==> config.mk <==
export PLATFORM = sky130hd
export DESIGN_NAME = ctrl_fsm_seq
export DESIGN_NICKNAME = d
export VERILOG_FILES = /design/src/rtl/ctrl_fsm_seq.sv
export SDC_FILE = /design/constraint.sdc
export NUM_CORES = 1
export LEC_CHECK = 0
export ABC_AREA = 1
export CAP_MARGIN = 40
export CORE_MARGIN = 4
export CORE_UTILIZATION = 47
export CTS_CLUSTER_SIZE = 30
export DETAILED_ROUTE_END_ITERATION = 8
export GPL_ROUTABILITY_DRIVEN = 0
export PLACE_DENSITY = 0.75
export SLEW_MARGIN = 20
export SYNTH_ARGS = -nofsm -noshare
export SYNTH_HDL_FRONTEND = slang
export SYNTH_SLANG_ARGS = --single-unit
==> constraint.sdc <==
create_clock -name clk -period 1.65 [get_ports clk]
set_input_delay 0.165 -clock clk [delete_from_list [all_inputs] [get_ports clk]]
set_output_delay 0.165 -clock clk [all_outputs]
set_load 0.02 [all_outputs]
==> src/rtl/ctrl_fsm_seq.sv <==
// Multi-cycle sequencing control unit: accepts instruction words over valid/ready and
// steps them through DECODE/EXEC/WB, waiting on alu_done for multi-cycle shifts.
module ctrl_fsm_seq #(
    parameter int ADDR_W      = 4,
    parameter int TIMEOUT     = 16,
    parameter int MULTI_SHIFT = 1,
    parameter int CNT_W       = 16
) (
    input  logic                clk,
    input  logic                rst,
    input  logic                instr_valid,
    output logic                instr_ready,
    input  logic [4+2*ADDR_W-1:0] instr,
    input  logic                alu_done,
    input  logic                err_clr,
    output logic [3:0]          alu_op,
    output logic                alu_src,
    output logic                alu_start,
    output logic [ADDR_W-1:0]   rd_addr_a,
    output logic [ADDR_W-1:0]   rd_addr_b,
    output logic [ADDR_W-1:0]   imm,
    output logic                reg_write,
    output logic [ADDR_W-1:0]   wr_addr,
    output logic                busy,
    output logic                timeout_err,
    output logic [CNT_W-1:0]    instr_count
);

    localparam int IW = 4 + 2*ADDR_W;
    localparam int TW = $clog2(TIMEOUT + 1);

    typedef enum logic [1:0] {IDLE, DECODE, EXEC, WB} state_t;

    state_t          state, state_n;
    logic            wr_int, multi;
    logic [TW-1:0]   cyc;
    logic            accept, timeout, retire;
    logic [3:0]      opc;
    logic [ADDR_W-1:0] fa, fb;

    assign opc         = instr[IW-1 -: 4];
    assign fa          = instr[2*ADDR_W-1 -: ADDR_W];
    assign fb          = instr[ADDR_W-1:0];
    assign instr_ready = (state == IDLE);
    assign busy        = (state != IDLE);
    assign accept      = instr_valid & instr_ready;

    always_comb begin
        state_n = state;
        timeout = 1'b0;
        retire  = 1'b0;
        case (state)
            IDLE:   if (accept) state_n = DECODE;
            DECODE: state_n = EXEC;
            EXEC: begin
                if (!multi) begin
                    state_n = wr_int ? WB : IDLE;
                    retire  = !wr_int;
                end else if (alu_done) begin
                    state_n = WB;
                end else if (cyc == TW'(TIMEOUT)) begin
                    // abandoned op: no write-back and not retired
                    state_n = IDLE;
                    timeout = 1'b1;
                end
            end
            WB: begin
                state_n = IDLE;
                retire  = 1'b1;
            end
            default: state_n = IDLE;
        endcase
    end

    always_ff @(posedge clk or posedge rst) begin
        if (rst) begin
            state       <= IDLE;
            alu_op      <= '0;
            alu_src     <= 1'b0;
            alu_start   <= 1'b0;
            rd_addr_a   <= '0;
            rd_addr_b   <= '0;
            imm         <= '0;
            reg_write   <= 1'b0;
            wr_addr     <= '0;
            timeout_err <= 1'b0;
            instr_count <= '0;
            wr_int      <= 1'b0;
            multi       <= 1'b0;
            cyc         <= '0;
        end else begin
            state     <= state_n;
            alu_start <= (state == DECODE);
            reg_write <= (state == EXEC) && (state_n == WB);
            // fields are captured at accept so they are already visible during DECODE
            if (accept) begin
                alu_op    <= opc;
                alu_src   <= (opc == 4'h1) || (opc >= 4'hC);
                rd_addr_a <= fa;
                rd_addr_b <= fb;
                imm       <= fb;
                wr_int    <= !((opc == 4'h0) || (opc == 4'h2));
                multi     <= (MULTI_SHIFT != 0) && (opc >= 4'hE);
            end
            if ((state == EXEC) && (state_n == WB))
                wr_addr <= rd_addr_a;
            if (state == DECODE)
                cyc <= TW'(1);
            else if ((state == EXEC) && multi && !alu_done && (cyc != TW'(TIMEOUT)))
                cyc <= cyc + 1'b1;
            if (timeout)
                timeout_err <= 1'b1;
            else if (err_clr)
                timeout_err <= 1'b0;
            if (retire)
                instr_count <= instr_count + 1'b1;
        end
    end

endmodule

======== Word level (Yosys, flattened, before mapping) ========
Cells that the tools add are included.
storage, ports and cells
  logic and storage cells ................. 56
  output and inout port bits .............. 42
  bits of input ports ..................... 17
  register bits after elaboration ......... 45
cells by class
  order comparisons ....................... 2
  mux-type cells .......................... 16
  reduce and logical (&&, ||, !) cells .... 14
  bitwise logic cells ..................... 1
  equality and inequality tests ........... 8
  add/sub/neg operators ................... 2
operators by type and width
  cell                                                       count
  adder 16 x 1 -> 16 bit (second input constant)             1
  two-way mux 2 bit                                          5
  two-way mux 5 bit                                          2
  greater-or-equal comparator 4 bit (second input constant)  2
  case mux 2 bit (4 select lines)                            1
  two-way mux 1 bit                                          7
  equality test 2 bit (second input constant)                3
  nonzero test 2 bit                                         3
  adder 5 x 1 -> 5 bit (second input constant)               1
  equality test 5 bit (second input constant)                1
  != test 5 bit (second input constant)                      1
  equality test 4 x 1 -> 1 bit (second input constant)       1
  equality test 4 x 2 -> 1 bit (second input constant)       1
  logical AND 1 bit                                          4
  zero test 4 bit                                            1
  zero test 1 bit                                            3
  equality test 2 x 1 -> 1 bit (second input constant)       1
  zero test 2 bit                                            1
  logical OR 1 bit                                           2
  case mux 1 bit (2 select lines)                            1
  bitwise AND 1 bit                                          1

======== Longest topological paths before layout ========
  word-level depth ........................ 7
  depth in mapped cells ................... 9
  depth with buffers taken out ............ 9

======== Worst setup path before layout ========
No wires, ideal clock.
  path type ............................... register -> register
  start ................................... register instr_count[0]
  end ..................................... register instr_count[10]
  setup slack ............................. 0.195 ns
  path buffers ............................ 0
  library setup time ...................... 0.117 ns
  arrival ................................. 1.338 ns
  stages on the path, launching flop included .. 9
  period minus slack after synthesis ...... 1.455 ns
  data required time ...................... 1.533 ns
  path through ............................ dfrtp_1 -> ha_1 -> nand3_1 -> nor2_1 -> nand2_2 -> nor2_2 -> nand2_1 -> nand2_1 -> nand2_1
between the ends
  word-level cells in the longest chain between the ends .. 1
ends and longest elaborated chain
  element                 line  source
  from (decl)             26    output logic [CNT_W-1:0] instr_count
  from (signal assigned)  116   instr_count <= instr_count + 1'b1;
  adder 16 x 1 -> 16 bit  116
No other way between the ends.
A chain may end at the register's enable or synchronous reset.

======== Final worst setup path ========
  start ................................... register instr_count[5]
  end ..................................... output instr_count[5]
No word-level cell between the ends.

==> results.cfg <==
[power]
p_comb_frac = 0.457
vdd.ir_drop.worst_mv = 0.933
p_sw_mw = 1.78
sw_frac_of_total = 0.403
clock_power_share = 0.155
p_seq_frac = 0.389
p_int_mw = 2.64
powerDensity_mw_per_mm2 = 1530
p_leak_nw = 1.37

[drt]
wl_per_cell_um = 11.7
first_pass_iters = 4
viasPerCell = 4.87
drtAntennaViolNets = 0
drt-initial-drc-count = 109
drc = 0
routed_wl_um = 4570
vias = 1895

[synth]
synth_area_leaders = dfrtp_1 (52%), nand2_1 (19%), nor2_1 (5.0%)
ys.flop_type = dfrtp_1
yosysSeqAreaShare = 0.521
syn_nets = 295
syn_inst = 275
avgSynthCellArea_um2 = 7.86
synth_seq_cells = 45
postSynth.asyncResetShare = 1.00
ys_top_cells_by_count = nand2_1 (112), dfrtp_1 (45), nor2_1 (29)
yosysTopAreaCellShare = 0.521
synth_edf_count = 0
yosysWarnings = 0
synth_top_area_cell = dfrtp_1
netlist_area_mm2 = 0.00216
yosysMostFrequentCell = nand2_1
ys_types = 22

[worst_setup_path]
cp_cell_sequence = clkdlybuf4s50_1
r2r_cells = 8
start_kind = flop
worst_path_dominant_cell_family = buffers and inverters
required_ns = 1.48
cp_max_fo = 5
end_kind = primary output
crit_buf_inv = 1
crit_path_top_delay_cell = clkdlybuf4s50_1
arrival_ns = 1.38
critPathMaxStageDelay_ns = 0.64
crit_cells = 1
timing_worst_setup_path_type = flop to primary output

[timing]
timing.fmax_mhz = 648
tightest_slew_ns = 0.687
hold_slack_ns = 0.189
setup_viol = 0
post-route-period-util = 0.935
finalClockSkew_ns = 0.00474
slew_headroom = 0.539
finalMaxSlewViolations = 0
min_period_ns = 1.54
fin_setup_tns_ns = 0
hold_viol = 0
rsz0062_at_grt = no

[floorplanning]
coreArea_mm2 = 0.00441
dieArea_mm2 = 0.00575
pin_count = 59
initial_core_util = 0.490
die_y_um = 75.8
row_count = 24
die_w_um = 75.8

[finish]
syn_to_final_growth_pct = 33.7
fillers = 398
n_antenna_cell = 0
final_nets = 357
drive_gt1_frac = 0.0564

[clock_network]
clk_pin_slew_ns = 0.08
cts_tree = done
clock_path_buffers = 2
clock-sinks = 45
numCtsBuffers = 5
cts-root-buf = clkbuf_8
clock_latency_ns = 0.29
h-tree-depth = 2
post-cts-setup-buffer-count = 0

[hold_path]
hp-class = input pin to async pin

[global_routing]
grt_max_degree = 46
grt_antenna_before_repair = 0
grt_pass1_vias = 1832
track_usage = 0.176
grt-ovfl-total = 0
grt_pass1_wl_um = 7670

[outcome]
status = finished, final reports clean

[job]
maxCapViolCount = 0

[placed_design]
io_buffers = 58
dp_hpwl_um = 3350
==> cell usage in the layout (no fill, tap or decap), drive strengths merged <==
cell type / synthesis / final
o21ai: 13 / 13
clkdlybuf4s50: 0 / 56
nor2: 31 / 31
buf: 6 / 4
dlygate4sd2: 0 / 2
nor3: 1 / 1
clkbuf: 1 / 7
nand4: 5 / 5
inv: 27 / 26
o22ai: 1 / 1
a31oi: 1 / 1
nand3: 10 / 10
nand2: 117 / 117
xor2: 7 / 7
xnor2: 3 / 3
clkinv: 0 / 1
ha: 3 / 3
nand3b: 2 / 2
dfrtp: 45 / 45
a21oi: 2 / 2
==> power by group through the flow <==
| stage | combinational, mW | clock, mW | sequential, mW |
|---|---|---|---|
| final | 2.02 | 0.685 | 1.72 |
| after global routing | 2.22 | 0.748 | 1.77 |
| after detailed placement | 2.06 | 0 | 1.72 |
| after CTS | 2.05 | 0.700 | 1.72 |
| after floorplan | 0.867 | 0 | 2.02 |
| after global placement | 2.04 | 0 | 1.71 |
==> metrics by stage <==
step | power, mW | cell area, um^2 | setup WS [ns] | instances | utilization
final | 4.42 | 2890 | 0.107 | 389 | 0.654
after floorplan | 2.89 | 2160 | 0.195 | 275 | -
after CTS | 4.47 | 2890 | 0.0917 | 389 | 0.654
after detailed placement | 3.78 | 2800 | 0.143 | 382 | 0.635
after global placement | 3.75 | 2800 | 0.179 | 382 | 0.635
after global routing | 4.74 | 2890 | 0.0207 | 389 | 0.654
==> kinds of logic after synthesis <==
kind of cell / count (synthesis) / share of synthesized area
xor gates and xnor gates: 10 / 0.0405
buffers and inverters: 34 / 0.0683
AOI/OAI and AO/OA: 17 / 0.0405
and+or+nand+nor: 166 / 0.312
adders and majority gates: 3 / 0.0174
DFF: 45 / 0.521
==> final cells by class <==
cell class	count	area (um^2)	area share
clock buffer	7	86.3	0.0299
sequential	45	1130	0.390
multi-input combinational	196	890	0.308
inverter	27	101	0.0351
tap	52	65.1	0.0225
timing repair buffer	62	621	0.215
==> path summary, 6_finish.rpt <==
check,from,to,slack (ns)
worst max-delay path,instr_count[5],instr_count[5],0.11
worst min-delay path,rst,imm[1],0.19
max in group asynchronous,rst,instr_count[2],1.23
worst max register to register,instr_count[0],instr_count[10],0.20
min in group clk,instr[5],rd_addr_a[1],0.40
worst min register to register,wr_addr[2],wr_addr[2],0.49
==> registers in the layout, indices dropped and copies added (netlist names) <==
register	cells
instr_count	16
alu_start	1
timeout_err	1
cyc	5
wr_addr	4
reg_write	1
multi	1
alu_op	4
rd_addr_a	4
state	2
alu_src	1
wr_int	1
imm	4
==> metal layers <==
| layer | share of wire | global-route usage | vias up | wire (um) |
|---|---|---|---|---|
| met5 | 0 | 0 | - | 0 |
| met4 | 0.011 | 0.0505 | 0 | 51 |
| li1 | - | - | 969 | - |
| met1 | 0.44 | 0.208 | 854 | 2010 |
| met3 | 0.096 | 0.0739 | 6 | 440 |
| met2 | 0.45 | 0.291 | 66 | 2060 |
==> tightest hold or removal path, cell delays in order <==
cell,delay (ns)
clkdlybuf4s50_1,0.40
clkinv_1,0.07
buf_12,0.22
==> repair_timing <==
item,4_1_cts,5_1_grt
gates resized for setup,3,0
hold buffers,0,0
endpoints found under the setup margin,2,0
(Power assumes the default switching activity.)
==> variant 1, RTL diff (same flow settings) <==
Change the parameter `ADDR_W` from 4 to 2.
--- a/src/rtl/ctrl_fsm_seq.sv
+++ b/src/rtl/ctrl_fsm_seq.sv
@@ -2,5 +2,5 @@
 // steps them through DECODE/EXEC/WB, waiting on alu_done for multi-cycle shifts.
 module ctrl_fsm_seq #(
-    parameter int ADDR_W      = 4,
+    parameter int ADDR_W      = 2,
     parameter int TIMEOUT     = 16,
     parameter int MULTI_SHIFT = 1,
Interface: changed (5 resized); port bits go from 59 to 47. No check against the original RTL was run, so the function may have changed too.
==> variant 1 against the original RTL <==
- worst setup slack worse by 33 ps
- power shrank 11%
- area after synthesis decreased by 7.5%
- wire length decreased by 7.4%
- via count down 9.2%
- register-to-register slack got worse by 20 ps
- non-clock buffer count down 14
- design area decreased by 9.8%
- sequential cell count fell by 6
- sequential share of layout area decreased by 1.5 points
- critical path type unchanged
- largest cell class unchanged
- highest routed layer unchanged
==> variant 1: results (changes against the original RTL) <==
* Top Metal Used: met4 (unchanged)
* Proportion of layout cells with a drive suffix above 1 at 9.21% (was 5.64%)
* Post-route insts no fill at 354 (was 389)
* Mapped Nets at 269 (was 295)
* Post-synth top cells: 90 x nand2_1, 39 x dfrtp_1, 26 x inv_1, 26 x nor2_1, 11 x o21ai_0 (was 112 x nand2_1, 45 x dfrtp_1, 29 x nor2_1)
* I/O Buffers at 46 (was 58)
* Cts repair resizes at 2 (was 3)
* Top flop regs: instr_count: 16 flops, cyc: 5 flops, alu_op: 4 flops (was instr_count: 16 flops, cyc: 5 flops)
* First-pass GRT wire length at 7.41 mm (was 7.67 mm)
* Wl on met1 at 1.98 mm (was 2.01 mm)
* Status: finished, final reports clean (unchanged)
* Worst Tran Pin Value at 482 ps (was 687 ps)
* DR vias/cell at 4.86 (was 4.87)
* 1st-iter DRT viols at 80 (was 109)
* Largest cells by area after synthesis: dfrtp_1 49%, nand2_1 17%, inv_1 4.9% (was dfrtp_1 52%, nand2_1 19%, nor2_1 5.0%)
* Vias in the first global route at 1712 (was 1832)
* Routed met3 length at 237 µm (was 440 µm)
* DR WL met2 at 1.95 mm (was 2.06 mm)
* Met2 GRT Util at 29.2% (was 29.1%)
* Pin count of the biggest net entering global routing at 40 (was 46)
* DP HPWL at 3.12 mm (was 3.35 mm)
* Post-synthesis area per instance at 7.90 µm² (was 7.86 µm²)
* Routed len/inst at 11.9 µm (was 11.7 µm)
* VDD IR-drop max at 1.05 mV (was 0.933 mV)
* Global router's overall resource usage at 17.8% (was 17.6%)
* # Post-CTS Setup Buffers at 0 (unchanged)
* Synth cell types at 24 (was 22)
* GR met1 Demand/Resource at 22.7% (was 20.8%)
* Crit-path max FO at 6 (was 5)
* CP Data Arrival Time at 1410 ps (was 1380 ps)
* Nets at 319 (was 357)
* Post-synthesis sequential area ratio at 48.8% (was 52.1%)
* Worst Clk Skew at 5.01 ps (was 4.74 ps)
* Min-Delay Path Class: primary input to async pin (unchanged)
variant 1: where the power goes:
group | switching (mW) | leakage, nW | total [mW] | internal (mW)
registers | 0.238 | 0.503 | 1.47 | 1.23
clock network | 0.341 | 0.0612 | 0.831 | 0.489
logic | 0.973 | 0.644 | 1.64 | 0.670
variant 1: per-stage QoR:
stage	cell area [µm²]	hold WS [ps]	utilization, %	setup slack (ps)
after floorplan	2000	264	-	206
after global placement	2490	472	61.4	224
after detailed placement	2490	469	61.4	185
after CTS	2610	288	64.2	61.9
after global routing	2610	364	64.2	19.2
final	2610	272	64.2	73.6
variant 1: cell families (layout without fill, tap and decap cells):
family                   count (synthesis)  after routing  share of synthesized area, %
AO/OA/AOI/OAI                           21             21                          5.51
AND/OR/NAND/NOR                        148            148                          32.5
XOR/XNOR                                 8              8                          3.51
adder cells (fa/ha/maj)                  3              3                          1.88
buffers and inverters                   34             85                          7.76
flip-flops                              39             39                          48.8
variant 1: path summary, 6_finish.rpt:
path | to | depth (start not counted) | startpoint | slack [ps]
max in group asynchronous | instr_count[9] | 3 | rst | 1030
setup / recovery | instr_count[5] | 1 | instr_count[5] | 70
hold / removal | instr_count[14] | 3 | rst | 270
hold reg to reg | wr_addr[1] | 2 | wr_addr[1] | 500
setup reg to reg | cyc[2] | 7 | cyc[0] | 180
min in group clk | rd_addr_a[0] | 3 | instr[2] | 410
variant 1: layout make-up:
| type | instances | area, µm² |
|---|---|---|
| Fill cell | 371 | 1450 |
| Sequential cell | 39 | 976 |
| Multi-Input combinational cell | 180 | 867 |
| Timing Repair Buffer | 48 | 473 |
| Inverter | 29 | 110 |
| Clock buffer | 6 | 82.6 |
| Tap cell | 50 | 62.6 |
| Clock inverter | 2 | 35.0 |
==> variant 2, RTL diff (same flow settings) <==
Without the edit above. Register the output `instr_count` once more; this adds one clock of latency there. The other outputs are not delayed to match.
--- a/src/rtl/ctrl_fsm_seq.sv
+++ b/src/rtl/ctrl_fsm_seq.sv
@@ -31,4 +31,6 @@
 
     typedef enum logic [1:0] {IDLE, DECODE, EXEC, WB} state_t;
+
+    logic [CNT_W-1:0] instr_count_s0;
 
     state_t          state, state_n;
@@ -85,5 +87,5 @@
             wr_addr     <= '0;
             timeout_err <= 1'b0;
-            instr_count <= '0;
+            instr_count_s0 <= '0;
             wr_int      <= 1'b0;
             multi       <= 1'b0;
@@ -114,6 +116,10 @@
                 timeout_err <= 1'b0;
             if (retire)
-                instr_count <= instr_count + 1'b1;
+                instr_count_s0 <= instr_count_s0 + 1'b1;
         end
+    end
+
+    always_ff @(posedge clk) begin
+        instr_count <= instr_count_s0;
     end
 
Check against the original RTL: not equivalent (a bounded check fails within 4 cycles, from zero or initial values and one cycle with rst high).
==> variant 2 against the original RTL <==
- register-to-register slack worse by 20 ps
- count of clock-buffer cells in the layout is 2 higher
- via count is 1.4% higher
- area after synthesis is 16% higher
- largest power group is now sequential cells
- design area is 15% higher
- non-clock buffer count is 2 lower
- largest cell class unchanged
- worst setup slack better by 38 ps
- sequential share of layout area is 4.5 points higher
- wire length is 12% higher
- sequential cell count is 16 higher
- power is 26% higher
==> variant 2: results (changes against the original RTL) <==
* Antenna viol nets, final at 0 (unchanged)
* Worst Clk Skew at 6.03 ps (was 4.74 ps)
* Filler Cell Count at 454 (was 398)
* DR vias/cell at 4.63 (was 4.87)
* Post-synth top cells: 100 x nand2_1, 45 x dfrtp_1, 26 x inv_1 (was 112 x nand2_1, 45 x dfrtp_1, 29 x nor2_1)
* Number of synthesized flops with an enable pin at 0 (unchanged)
* Clock slew at reported path FFs at 70 ps
* Share of synthesized flip-flops with an asynchronous set or reset at 73.8% (was 100%)
* Vias in the first global route at 1868 (was 1832)
* Leakage at 1.58 nW (was 1.37 nW)
* Proportion of layout cells with a drive suffix above 1 at 11.6% (was 5.64%)
* Top flop regs: instr_count: 16 flops, instr_count_s0: 16 flops, cyc: 5 flops (was instr_count: 16 flops, cyc: 5 flops)
* Crit-path max FO at 3 (was 5)
* Post-DP Area at 3130 µm² (was 2800 µm²)
* Worst skew pair latency at 320 ps (was 290 ps)
* I/O Buffers at 58 (unchanged)
* Root buffer cell: clkbuf_8 (unchanged)
* Global router's overall resource usage at 17.3% (was 17.6%)
* Antenna violations before repair at 0 (unchanged)
* CTS H-tree depth at 3 (was 2)
* VDD IR-drop max at 1.04 mV (was 0.933 mV)
* Drt pass-1 iters at 4 (unchanged)
* Crit path largest cell delay at 640 ps (about the same)
* Headroom to the max-slew limit at 74.5% (was 53.9%)
* Largest cells by area after synthesis: dfrtp_1 45%, nand2_1 15%, dfxtp_1 13% (was dfrtp_1 52%, nand2_1 19%, nor2_1 5.0%)
* CTS Buf Count at 9 (was 5)
* Status: finished, final reports clean (unchanged)
* Nets at 360 (was 357)
* Number of diodes at 0 (unchanged)
* Post-synthesis sequential area ratio at 57.8% (was 52.1%)
* Clock Tree Buf Depth at 2 (unchanged)
* DP HPWL at 3.61 mm (was 3.35 mm)
* Mapped Nets at 297 (was 295)
* CP Data Arrival Time at 1340 ps (was 1380 ps)
* Pin count of the biggest net entering global routing at 46 (unchanged)
* First-pass GRT wire length at 8.60 mm (was 7.67 mm)
* Min-Delay Path Class: primary input to async pin (unchanged)
* Synth cell types at 27 (was 22)
* 1st-iter DRT viols at 76 (was 109)
* Slowest-stage cell, CP: clkdlybuf4s50_1 (unchanged)
* Prevailing post-synth register cell: dfrtp_1 (unchanged)
* Ys Warns at 0 (unchanged)
* Routed len/inst at 12.3 µm (was 11.7 µm)
* Crit path max-delay family: buffers and inverters (unchanged)
==> variant 2: changes by cell type after synthesis, moves of 3 or more <==
cell | before | now
inv_2 | 1 | 4
nand4_1 | 5 | 1
dfxtp_1 | 0 | 16
nand2_1 | 112 | 100
nor2_1 | 29 | 16
nor3_1 | 1 | 4
==> variant 2: path summary, 6_finish.rpt <==
check	to	depth (start not counted)	from	slack, ps
setup / recovery	rd_addr_a[3]	1	rd_addr_a[3]	150
hold / removal	cyc[3]	3	rst	180
setup reg to reg	cyc[1]	6	cyc[0]	180
hold reg to reg	instr_count[10]	0	instr_count_s0[10]	420
max in group asynchronous	state[1]	3	rst	1240
min in group clk	rd_addr_a[2]	3	instr[6]	370
==> variant 2: cells by family (layout without fill, tap and decap cells) <==
family,after synthesis,after routing,share of synthesized area [%]
fa+ha+maj,3,3,1.50
xor+xnor,10,10,3.50
simple gates,149,149,26.9
compound gates,16,16,3.30
flops,61,61,57.8
buf+inv,38,106,7.00
==> variant 2: area by class of cell <==
type	count	area, µm²	share of cell area, %
Timing Repair Buffer	60	606	18.2
Multi-Input combinational cell	178	882	26.5
Clock buffer	9	124	3.73
Inverter	30	113	3.39
Clock inverter	7	66.3	1.99
Tap cell	70	87.6	2.63
Sequential cell	61	1450	43.5
==> variant 2: report_power, final <==
part	switching [mW]	total [mW]	internal, mW
logic	1.24	2.12	0.881
registers	0.294	2.19	1.90
clock network	0.569	1.26	0.688
total	2.11	5.58	3.47
==> variant 2: metrics by stage <==
step / util (%) / setup WS, ps / power [mW] / hold WS, ps / std cells
global placement: 61.0 / 196 / 4.31 / 403 / 399
detailed placement: 61.0 / 159 / 4.36 / 406 / 399
finish: 64.7 / 145 / 5.58 / 184 / 415
floorplan: - / 239 / 3.48 / 273 / 277
CTS: 64.6 / 101 / 5.62 / 198 / 415
global route: 64.7 / 35.4 / 5.91 / 206 / 415
==> variant 2: timing repair <==
item,CTS,global route
setup buffers,0,0
setup endpoints to repair,2,4
resized for setup,2,1
hold endpoints to repair,0,0
==> variant 2: per-layer routing <==
| layer | routed length [µm] | track usage (%) | share of wire [%] |
|---|---|---|---|
| met1 | 2280 | 21.4 | 45 |
| met2 | 2510 | 28.4 | 49 |
| met3 | 213 | 3.77 | 4.2 |
| met4 | 93 | 8.61 | 1.8 |
| met5 | 0 | 0 | 0 |
